<file path="config.mk">
export PLATFORM = sky130hd
export DESIGN_NAME = pc_unit
export DESIGN_NICKNAME = d
export VERILOG_FILES = /design/src/rtl/spartan_cpu_pkg.sv /design/src/rtl/pc_unit_return_stack.sv /design/src/rtl/pc_unit.sv
export SDC_FILE = /design/constraint.sdc
export NUM_CORES = 1
export LEC_CHECK = 0
export ABC_AREA = 1
export BUFFER_PORTS_ARGS = -buffer_cell sky130_fd_sc_hd__buf_2
export CORE_MARGIN = 1
export CORE_UTILIZATION = 44
export CTS_CLUSTER_DIAMETER = 30
export DETAILED_ROUTE_END_ITERATION = 8
export GPL_TIMING_DRIVEN = 0
export MAX_ROUTING_LAYER = met4
export PLACE_DENSITY = 0.8
export REMOVE_ABC_BUFFERS = 1
export SLEW_MARGIN = 20
export SYNTH_ARGS = -nofsm -noshare
export SYNTH_HDL_FRONTEND = slang
export SYNTH_SLANG_ARGS = --single-unit
</file>
<file path="constraint.sdc">
create_clock -name clk -period 1.9 [get_ports clk]
set_clock_uncertainty 0.15 [all_clocks]
set_input_delay 0.475 -clock clk [delete_from_list [all_inputs] [get_ports clk]]
set_output_delay 0.475 -clock clk [all_outputs]
set_load 0.02 [all_outputs]
</file>
<file path="src/rtl/spartan_cpu_pkg.sv">
// Shared definitions for the CPU front end: word/address widths and the
// PC-strobe priority-select encoding used by the PC unit and its sequencing.
package spartan_cpu_pkg;

    localparam int WORD_W         = 16;
    localparam int ADDR_W_DEFAULT = 16;

    localparam logic [2:0] SEL_NONE = 3'd0;
    localparam logic [2:0] SEL_INC  = 3'd1;
    localparam logic [2:0] SEL_REL  = 3'd2;
    localparam logic [2:0] SEL_LOAD = 3'd3;
    localparam logic [2:0] SEL_CALL = 3'd4;
    localparam logic [2:0] SEL_RET  = 3'd5;

    // Return wins over call, call over load, load over relative, relative over increment.
    function automatic logic [2:0] pc_priority_sel(
        input logic ret,
        input logic call,
        input logic load,
        input logic rel,
        input logic inc
    );
        logic [2:0] sel;
        sel = SEL_NONE;
        if (ret)       sel = SEL_RET;
        else if (call) sel = SEL_CALL;
        else if (load) sel = SEL_LOAD;
        else if (rel)  sel = SEL_REL;
        else if (inc)  sel = SEL_INC;
        return sel;
    endfunction

endpackage

</file>
<file path="src/rtl/pc_unit_return_stack.sv">
// return_stack: LIFO of return addresses with level, full/empty flags and
// single-cycle overflow/underflow pulses. Pop data is the current top entry.
module return_stack #(
    parameter int DATA_W = 16,
    parameter int DEPTH  = 8,
    parameter int LVL_W  = $clog2(DEPTH) + 1
) (
    input  logic              clk,
    input  logic              rst_n,
    input  logic              push_i,
    input  logic              pop_i,
    input  logic [DATA_W-1:0] push_data_i,
    output logic [DATA_W-1:0] pop_data_o,
    output logic              full_o,
    output logic              empty_o,
    output logic [LVL_W-1:0]  level_o,
    output logic              overflow_o,
    output logic              underflow_o
);

    localparam int PTR_W = $clog2(DEPTH);

    logic [DATA_W-1:0] mem [DEPTH];
    logic [LVL_W-1:0]  sp_q;
    logic [LVL_W-1:0]  sp_d;
    logic [PTR_W-1:0]  wr_idx;
    logic [PTR_W-1:0]  rd_idx;
    logic              do_push;
    logic              do_pop;

    assign full_o  = (sp_q == LVL_W'(DEPTH));
    assign empty_o = (sp_q == '0);
    assign level_o = sp_q;

    // With sp == DEPTH the low pointer bits wrap to 0, so rd_idx still lands on DEPTH-1.
    assign wr_idx = sp_q[PTR_W-1:0];
    assign rd_idx = wr_idx - PTR_W'(1);

    assign do_pop  = pop_i & ~empty_o;
    assign do_push = push_i & ~pop_i & ~full_o;

    assign overflow_o  = push_i & ~pop_i & full_o;
    assign underflow_o = pop_i & empty_o;
    assign pop_data_o  = mem[rd_idx];

    always_comb begin
        sp_d = sp_q;
        if (do_push) begin
            sp_d = sp_q + LVL_W'(1);
        end else if (do_pop) begin
            sp_d = sp_q - LVL_W'(1);
        end
    end

    always_ff @(posedge clk or negedge rst_n) begin
        if (!rst_n) begin
            sp_q <= '0;
        end else begin
            sp_q <= sp_d;
        end
    end

    // Entry contents need no reset; only the pointer defines validity.
    always_ff @(posedge clk) begin
        if (do_push) begin
            mem[wr_idx] <= push_data_i;
        end
    end

endmodule

</file>
<file path="src/rtl/pc_unit.sv">
// pc_unit: program counter and instruction-fetch front end with strobe priority
// and, when PC_RETURN_STACK_EN is defined, a hardware return-address stack.
module pc_unit
    import spartan_cpu_pkg::*;
#(
    parameter int                ADDR_W       = ADDR_W_DEFAULT,
    parameter logic [ADDR_W-1:0] RESET_VECTOR = '0,
    parameter int                STACK_DEPTH  = 8
) (
    input  logic              clk,
    input  logic              rst_n,
    input  logic              pc_increment,
    input  logic              pc_load,
    input  logic              pc_load_rel,
    input  logic              pc_call,
    input  logic              pc_ret,
    input  logic [WORD_W-1:0] d_bus,
    input  logic [WORD_W-1:0] i_rdata,
    output logic [ADDR_W-1:0] i_addr,
    output logic [WORD_W-1:0] i_bus,
    output logic [ADDR_W-1:0] pc_value,
    output logic [3:0]        stack_level,
    output logic              stack_overflow,
    output logic              stack_underflow
);

    logic [2:0]        sel;
    logic [ADDR_W-1:0] pc_q;
    logic [ADDR_W-1:0] pc_d;
    logic [ADDR_W-1:0] target;
    logic [ADDR_W-1:0] pc_plus1;
    logic [ADDR_W-1:0] pc_rel;
    logic              ret_ok;
    logic [ADDR_W-1:0] ret_addr;

    assign sel      = pc_priority_sel(pc_ret, pc_call, pc_load, pc_load_rel, pc_increment);
    assign target   = d_bus[ADDR_W-1:0];
    assign pc_plus1 = pc_q + ADDR_W'(1);
    // Sign extension above ADDR_W cannot affect the result modulo 2^ADDR_W.
    assign pc_rel   = pc_q + target;

    assign i_addr   = pc_q;
    assign pc_value = pc_q;
    assign i_bus    = i_rdata;

`ifdef PC_RETURN_STACK_EN
    localparam int LVL_W = $clog2(STACK_DEPTH) + 1;

    logic              push;
    logic              pop;
    logic              stk_empty;
    logic              stk_full_unused;
    logic              ovf_pulse;
    logic              unf_pulse;
    logic              ovf_q;
    logic              unf_q;
    logic [ADDR_W-1:0] pop_data;
    logic [LVL_W-1:0]  lvl;

    assign push = (sel == SEL_CALL);
    assign pop  = (sel == SEL_RET);

    return_stack #(
        .DATA_W (ADDR_W),
        .DEPTH  (STACK_DEPTH),
        .LVL_W  (LVL_W)
    ) u_return_stack (
        .clk         (clk),
        .rst_n       (rst_n),
        .push_i      (push),
        .pop_i       (pop),
        .push_data_i (pc_plus1),
        .pop_data_o  (pop_data),
        .full_o      (stk_full_unused),
        .empty_o     (stk_empty),
        .level_o     (lvl),
        .overflow_o  (ovf_pulse),
        .underflow_o (unf_pulse)
    );

    assign ret_ok   = ~stk_empty;
    assign ret_addr = pop_data;

    always_ff @(posedge clk or negedge rst_n) begin
        if (!rst_n) begin
            ovf_q <= 1'b0;
            unf_q <= 1'b0;
        end else begin
            ovf_q <= ovf_q | ovf_pulse;
            unf_q <= unf_q | unf_pulse;
        end
    end

    assign stack_level     = 4'(lvl);
    assign stack_overflow  = ovf_q;
    assign stack_underflow = unf_q;
`else
    localparam int depth_unused = STACK_DEPTH;

    // Without a stack a return is a plain increment and a call a plain load.
    assign ret_ok          = 1'b0;
    assign ret_addr        = pc_plus1;
    assign stack_level     = 4'd0;
    assign stack_overflow  = 1'b0;
    assign stack_underflow = 1'b0;
`endif

    always_comb begin
        pc_d = pc_q;
        case (sel)
            SEL_RET:  pc_d = ret_ok ? ret_addr : pc_plus1;
            SEL_CALL: pc_d = target;
            SEL_LOAD: pc_d = target;
            SEL_REL:  pc_d = pc_rel;
            SEL_INC:  pc_d = pc_plus1;
            default:  pc_d = pc_q;
        endcase
    end

    always_ff @(posedge clk or negedge rst_n) begin
        if (!rst_n) begin
            pc_q <= RESET_VECTOR;
        end else begin
            pc_q <= pc_d;
        end
    end

endmodule

</file>
==> results of run 1 <==
-- worst max-delay path by stage --
stage                 end  slack [ps]  cells after the start
2_1_floorplan  i_addr[14]        -630                     16
3_3_place_gp   i_addr[14]        -970                     17
3_5_place_dp   i_addr[14]       -1000                     17
4_1_cts        i_addr[14]        -410                     17
5_1_grt        i_addr[14]        -550                     16
6_report       i_addr[10]        -450                     17
-- per-layer routing --
layer | vias up | track usage
met5 | - | -
met3 | 14 | 0.06125
met2 | 103 | 0.3333
li1 | 1085 | -
met4 | 0 | 0.04667
met1 | 1037 | 0.2806
-- layout make-up --
cell class,count,area (sq um),share of cell area
inverters,57,220.2,0.08167
multi-input cells,227,1474,0.5466
repair buffers,74,495.5,0.1838
clock buffers,3,41.29,0.01531
well taps,52,65.06,0.02413
flip-flops and latches,16,400.4,0.1485
-- worst reg2reg max path, cell delays in order (launching register included) --
cell and delay (ps):
dfrtp_1 440, ha_4 190, fa_2 350, nand2_2 110, nand2_1 60, nand3b_1 110
nand2_2 120, nand2_2 120, nand2_2 60, nand2_2 60, nand3_2 70, a21oi_2 130
-- placed cells by master, fill, tap and decap left out, types with 3 or more instances in the layout --
cell type	netlist	final
a21oi_1	38	25
nand2_1	82	58
buf_8	0	4
nand2_2	2	24
ha_1	15	8
nand3b_1	3	3
inv_2	3	7
nor2_4	1	5
conb_1	1	6
nand3_1	17	12
buf_4	40	13
buf_2	1	50
ha_4	0	6
nand3_2	1	6
dfrtp_1	16	16
xor2_1	3	3
inv_1	53	48
nor2_2	1	4
clkbuf_8	0	3
nor2_1	39	33
o21ai_1	2	4
buf_6	2	6
a21oi_2	3	14
nor3_2	0	3
-- what timing repair did --
| action | 4_1_cts | 5_1_grt |
|---|---|---|
| buffers inserted | 6 | 14 |
| gates cloned | 0 | 1 |
| hold buffers | 0 | 0 |
| endpoints found under the setup margin | 15 | 16 |
| resized for setup | 24 | 74 |
| endpoints found under the hold margin | 0 | 0 |
| pin swaps | 10 | 41 |
-- cell families (layout without fill, tap and decap cells) --
family	after synthesis	after routing	synth area share
DFF	16	16	0.1910
xor gates and xnor gates	4	4	0.01672
AOI/OAI and AO/OA	45	45	0.1128
and+or+nand+nor	155	156	0.3176
adders and majority gates	16	16	0.09910
other	1	6	0.001789
buffers and inverters	101	134	0.2609
-- stage by stage --
step	cells	hold slack (ps)	instance area [sq um]	setup TNS, ps
3_3_place_gp	405	276.4	2118	-10300
5_1_grt	429	28.71	2696	-6449
6_report	429	-8.903	2696	-4965
4_1_cts	414	8.499	2292	-4272
2_1_floorplan	299	29.41	1783	-5583
3_5_place_dp	405	279.1	2118	-10800
-- where the power goes --
group | switching, mW | internal [mW] | total, mW
Clock | 0.132 | 0.141 | 0.273
Sequential | 0.130 | 0.444 | 0.575
Combinational | 1.14 | 0.737 | 1.88
==> flow_summary.ini, run 1 <==
[grt]
gr-usage-all-layers = 0.2155
grt_pass1_wl_um = 8397
grt_overflow = 0
grt_pass1_vias = 1890
antenna_found_initial = 0
grt_max_degree = 22

[floorplanning]
initial_core_util = 0.4684
die_area_sq_um = 5043
die_w_um = 71.02
boundaryPins = 93
rows = 24
die_y_um = 71.02
core_sq_um = 4474

[setup_path]
startpoint_type = input pin
cp-end-kind = flip-flop
critPathKind = in -> reg
r2r-start = i_addr[0]
rrSetupSlack_ps = -130
crit_chain = buf_8 -> inv_6 -> nor2_4 -> nand2_4 -> nand2_8 -> or2_4 -> ha_4 -> fa_2 -> nand2_2 -> nand2_1 -> nand3b_1 -> nand2_2 -> nand2_2 -> nand2_2 -> nand2_2 -> nand3_2 -> a21oi_2
crit_fanout = 4
r2r-end = i_addr[10]
cpPeakStageDelay_ps = 350
r2r_cells = 11
cp.required_ps = 1940
crit_top_cell = nand2_2
cp_top_family = simple AND/OR/NAND/NOR gates
crit_start = pc_increment
slowest_stage = fa_2
cp_num_buf_inv = 2
arrival_ps = 2390

[cts]
cts_tree = done
clk_pin_slew_ps = 70
cts_buffers = 3
cts_sinks = 16
insertion_delay_ps = 250
clockRootBuffer = clkbuf_8
cts_buffer_depth = 2
htreeDepth = 1

[sta]
fmax_mhz = 425.3
finalSetupViolCount = 15
maxSlewHeadroom = 0.5919
finalHoldViolations = 16
max_slew.worst_pin.slew_ps = 611.5
timing.hold.ws_ps = -8.903
period_share = 1.238
period_minus_slack_ps = 2351
rsz0062_at_grt = true
slew_viol_final = 0
setup_ws_ps = -451.3

[route]
antenna_left = 0
vias = 2239
route.detailed.drc = 5
wl_met2_um = 3031
m1WireLength_um = 2662
firstDrtPassIters = 6
routed.top_layer = met4
vias_per_cell = 5.219
drt_iter0_drc = 107
wl_met3_um = 478
routedWlPerCell_um = 14.64
finalWirelength_um = 6282

[finish]
nets = 434
antenna_cells = 0
final_util = 0.6026
final.fill_count = 394
syn_to_final_growth_pct = 28.66
drive_gt1_frac = 0.4191
largest_reg_flops = 16

[logic_synthesis]
syn_area_sq_um = 2096
synth_top_area_frac = 0.1910
synth.avg_cell_area_sq_um = 6.200
ys_seq_elements = 16
ys_types = 30
syn_inst = 338
yosys.area.top_type = dfrtp_1
async_flop_share = 1.000
synth_area_leaders = dfrtp_1, nand2_1, buf_4
synth_edf_count = 0
synth_most_common_cell = nand2_1
yosys_warnings = 0
yosysSeqAreaShare = 0.1910
synth_ff_type = dfrtp_1
ys_top_cells_by_count = nand2_1, inv_1, buf_4, nor2_1, a21oi_1

[outcome]
violations = DRC, hold timing, setup timing
outcome = complete, but fails checks

[place]
dp_hpwl_um = 3631
port_buffers = 54
place_worst_setup_slack_ps = -1002
gp_congestion = 0.9170

[flow_run]
cap_violations = 0

[power]
p_leak_nw = 1.477
power_density_nw_per_um2 = 1010
p_total_mw = 2.724
peakVddDrop_v = 0.0004765

[min_path]
holdCritPathClass = in -> async
No activity file was read; power rests on OpenSTA's default activity.
==> inputs of run 2 (changes only) <==
Settings changed: BUFFER_PORTS_ARGS -buffer_cell sky130_fd_sc_hd__buf_2 to not set, CORE_UTILIZATION 44 to 58, DONT_BUFFER_PORTS set to 1, PLACE_DENSITY 0.8 to 0.78, SYNTH_HIERARCHICAL set to 1.
==> run 2 against run 1 <==
  * Global-route usage up 5.5 points
  * The run ends with setup timing left
  * Core utilization up 2.8 points
  * Register-to-register slack worse by 70 ps
==> flow_summary.ini, run 2 <==
[floorplanning]
core_sq_um = 3390
initial_core_util = 0.6183
die_w_um = 62.11
die_area_sq_um = 3858
rows = 21
boundaryPins = 93
die_y_um = 62.11

[outcome]
violations = setup timing
outcome = complete, but fails checks

[logic_synthesis]
yosys_warnings = 6
synth_most_common_cell = nand2_1
synth.avg_cell_area_sq_um = 6.200
synth_area_leaders = dfrtp_1, nand2_1, buf_4
synth_edf_count = 0
yosysSeqAreaShare = 0.1910
ys_types = 30
ys_top_cells_by_count = nand2_1, inv_1, buf_4, nor2_1, a21oi_1
synth_top_area_frac = 0.1910
ys_seq_elements = 16
async_flop_share = 1.000
synth_ff_type = dfrtp_1
yosys.area.top_type = dfrtp_1
syn_inst = 338
syn_area_sq_um = 2096

[sta]
period_minus_slack_ps = 2099
setup_ws_ps = -198.6
max_slew.worst_pin.slew_ps = 806.8
period_share = 1.105
fmax_mhz = 476.5
finalSetupViolCount = 10
fin_setup_tns_ps = -1090
rsz0062_at_grt = true
maxSlewHeadroom = 0.4603
finalHoldViolations = 0
slew_viol_final = 0

[setup_path]
r2r_cells = 11
arrival_ps = 2200
rrSetupSlack_ps = -200
r2r-start = i_addr[0]
crit_fanout = 4
startpoint_type = flip-flop
r2r-end = i_addr[14]
cp.required_ps = 2000
critPathKind = reg -> reg
cp-end-kind = flip-flop

[cts]
clk_pin_slew_ps = 130
cts_buffers = 3
htreeDepth = 1
cts_tree = done
clockRootBuffer = clkbuf_4
cts_buffer_depth = 2
cts_sinks = 16
insertion_delay_ps = 310

[route]
firstDrtPassIters = 4
finalWirelength_um = 4750
route.detailed.drc = 0
vias_per_cell = 5.206
routedWlPerCell_um = 13.19
antenna_left = 0
drt_iter0_drc = 65
vias = 1874

[place]
place_area_sq_um = 1841
place_inst = 345
dp_hpwl_um = 3301
port_buffers = 0
gp_congestion = 0.8533

[power]
peakVddDrop_v = 0.0004717
p_total_mw = 2.224
p_leak_nw = 1.182
power_density_nw_per_um2 = 1040

[grt]
grt_pass1_wl_um = 8162
grt_max_degree = 22
gr-usage-all-layers = 0.2706
grt_pass1_vias = 1818
grt_overflow = 0
antenna_found_initial = 0

[finish]
nets = 370
postLayoutCellArea_sq_um = 2138
antenna_cells = 0
largest_reg_flops = 16
drive_gt1_frac = 0.1847
layout.cells.non_filler = 360
final_common_cell = nand2_1
syn_to_final_growth_pct = 2.030
final_cell_mix = nand2_1, inv_1, nor2_1, a21oi_1, nand3_1

[flow_run]
cap_violations = 0

[min_path]
holdCritPathClass = in -> reg
worstHoldStart = d_bus[1]
min_path_cells = 2
hold_path_end = i_addr[1]
## run 2: power by group
| part | total (mW) | switching, mW | leakage (nW) | internal (mW) |
|---|---|---|---|---|
| Clock | 0.265 | 0.148 | 0.0210 | 0.117 |
| Sequential | 0.852 | 0.414 | 0.188 | 0.438 |
| Combinational | 1.11 | 0.642 | 0.973 | 0.466 |
| Total | 2.22 | 1.20 | 1.18 | 1.02 |
## run 2: stage by stage
step	setup slack, ps	hold WS [ps]	util
6_report	-198.6	194.5	0.6309
5_1_grt	-307.5	206.9	0.6309
4_1_cts	-224.8	213.1	0.5925
3_5_place_dp	-898.6	29.65	0.5430
3_3_place_gp	-865.6	29.70	0.5430
2_1_floorplan	-631.8	29.41	-
## run 2: what timing repair did
| action | 4_1_cts | 5_1_grt |
|---|---|---|
| endpoints found under the hold margin | 16 | 0 |
| gates resized for setup | 23 | 21 |
| setup endpoints to repair | 15 | 13 |
| buffers inserted | 5 | 5 |
| hold buffers | 1 | 0 |
| pin swaps | 10 | 14 |
## run 2: worst max path at each step
| stage | start | to | slack [ps] | cells past startpoint |
|---|---|---|---|---|
| 2_1_floorplan | pc_increment | i_addr[14] | -630 | 16 |
| 3_3_place_gp | pc_increment | i_addr[14] | -870 | 16 |
| 3_5_place_dp | pc_increment | i_addr[14] | -900 | 16 |
| 4_1_cts | pc_increment | i_addr[14] | -220 | 16 |
| 5_1_grt | i_addr[0] | i_addr[10] | -310 | 11 |
| 6_report | i_addr[0] | i_addr[14] | -200 | 11 |
## run 2: cell type report
| class | count | area, sq um |
|---|---|---|
| clock buffer | 4 | 36.28 |
| sequential | 16 | 401.6 |
| multi-input combinational | 226 | 1313 |
| inverter | 57 | 241.5 |
| tap | 46 | 57.56 |
| timing repair buffer | 11 | 88.84 |
| fill | 305 | 1251 |
## run 2: routing by layer
layer | part of all wire | vias to the layer above | global-route usage
met5 | 0 | - | -
met4 | 0.0084 | 0 | 0.06686
met3 | 0.076 | 5 | 0.08824
met2 | 0.45 | 64 | 0.4327
met1 | 0.46 | 849 | 0.3295
li1 | - | 956 | -
## run 2: cell families after synthesis
kind of cell,Yosys count,synth area share
fa+ha+maj,16,0.09910
xor+xnor,4,0.01672
buf+inv,101,0.2609
flops,16,0.1910
compound gates,45,0.1128
simple gates,155,0.3176
other cells,1,0.001789
## run 2: worst max-delay path, stage by stage, from the launching register on
cell and delay, ps:
dfrtp_2 540, ha_4 210, fa_2 350, nand2_2 110, nand2_1 60, nand3b_1 100, nand2_2 110, nand2_2 90
nand2_1 50, nand2_1 60, nand3_1 60, a21oi_1 140
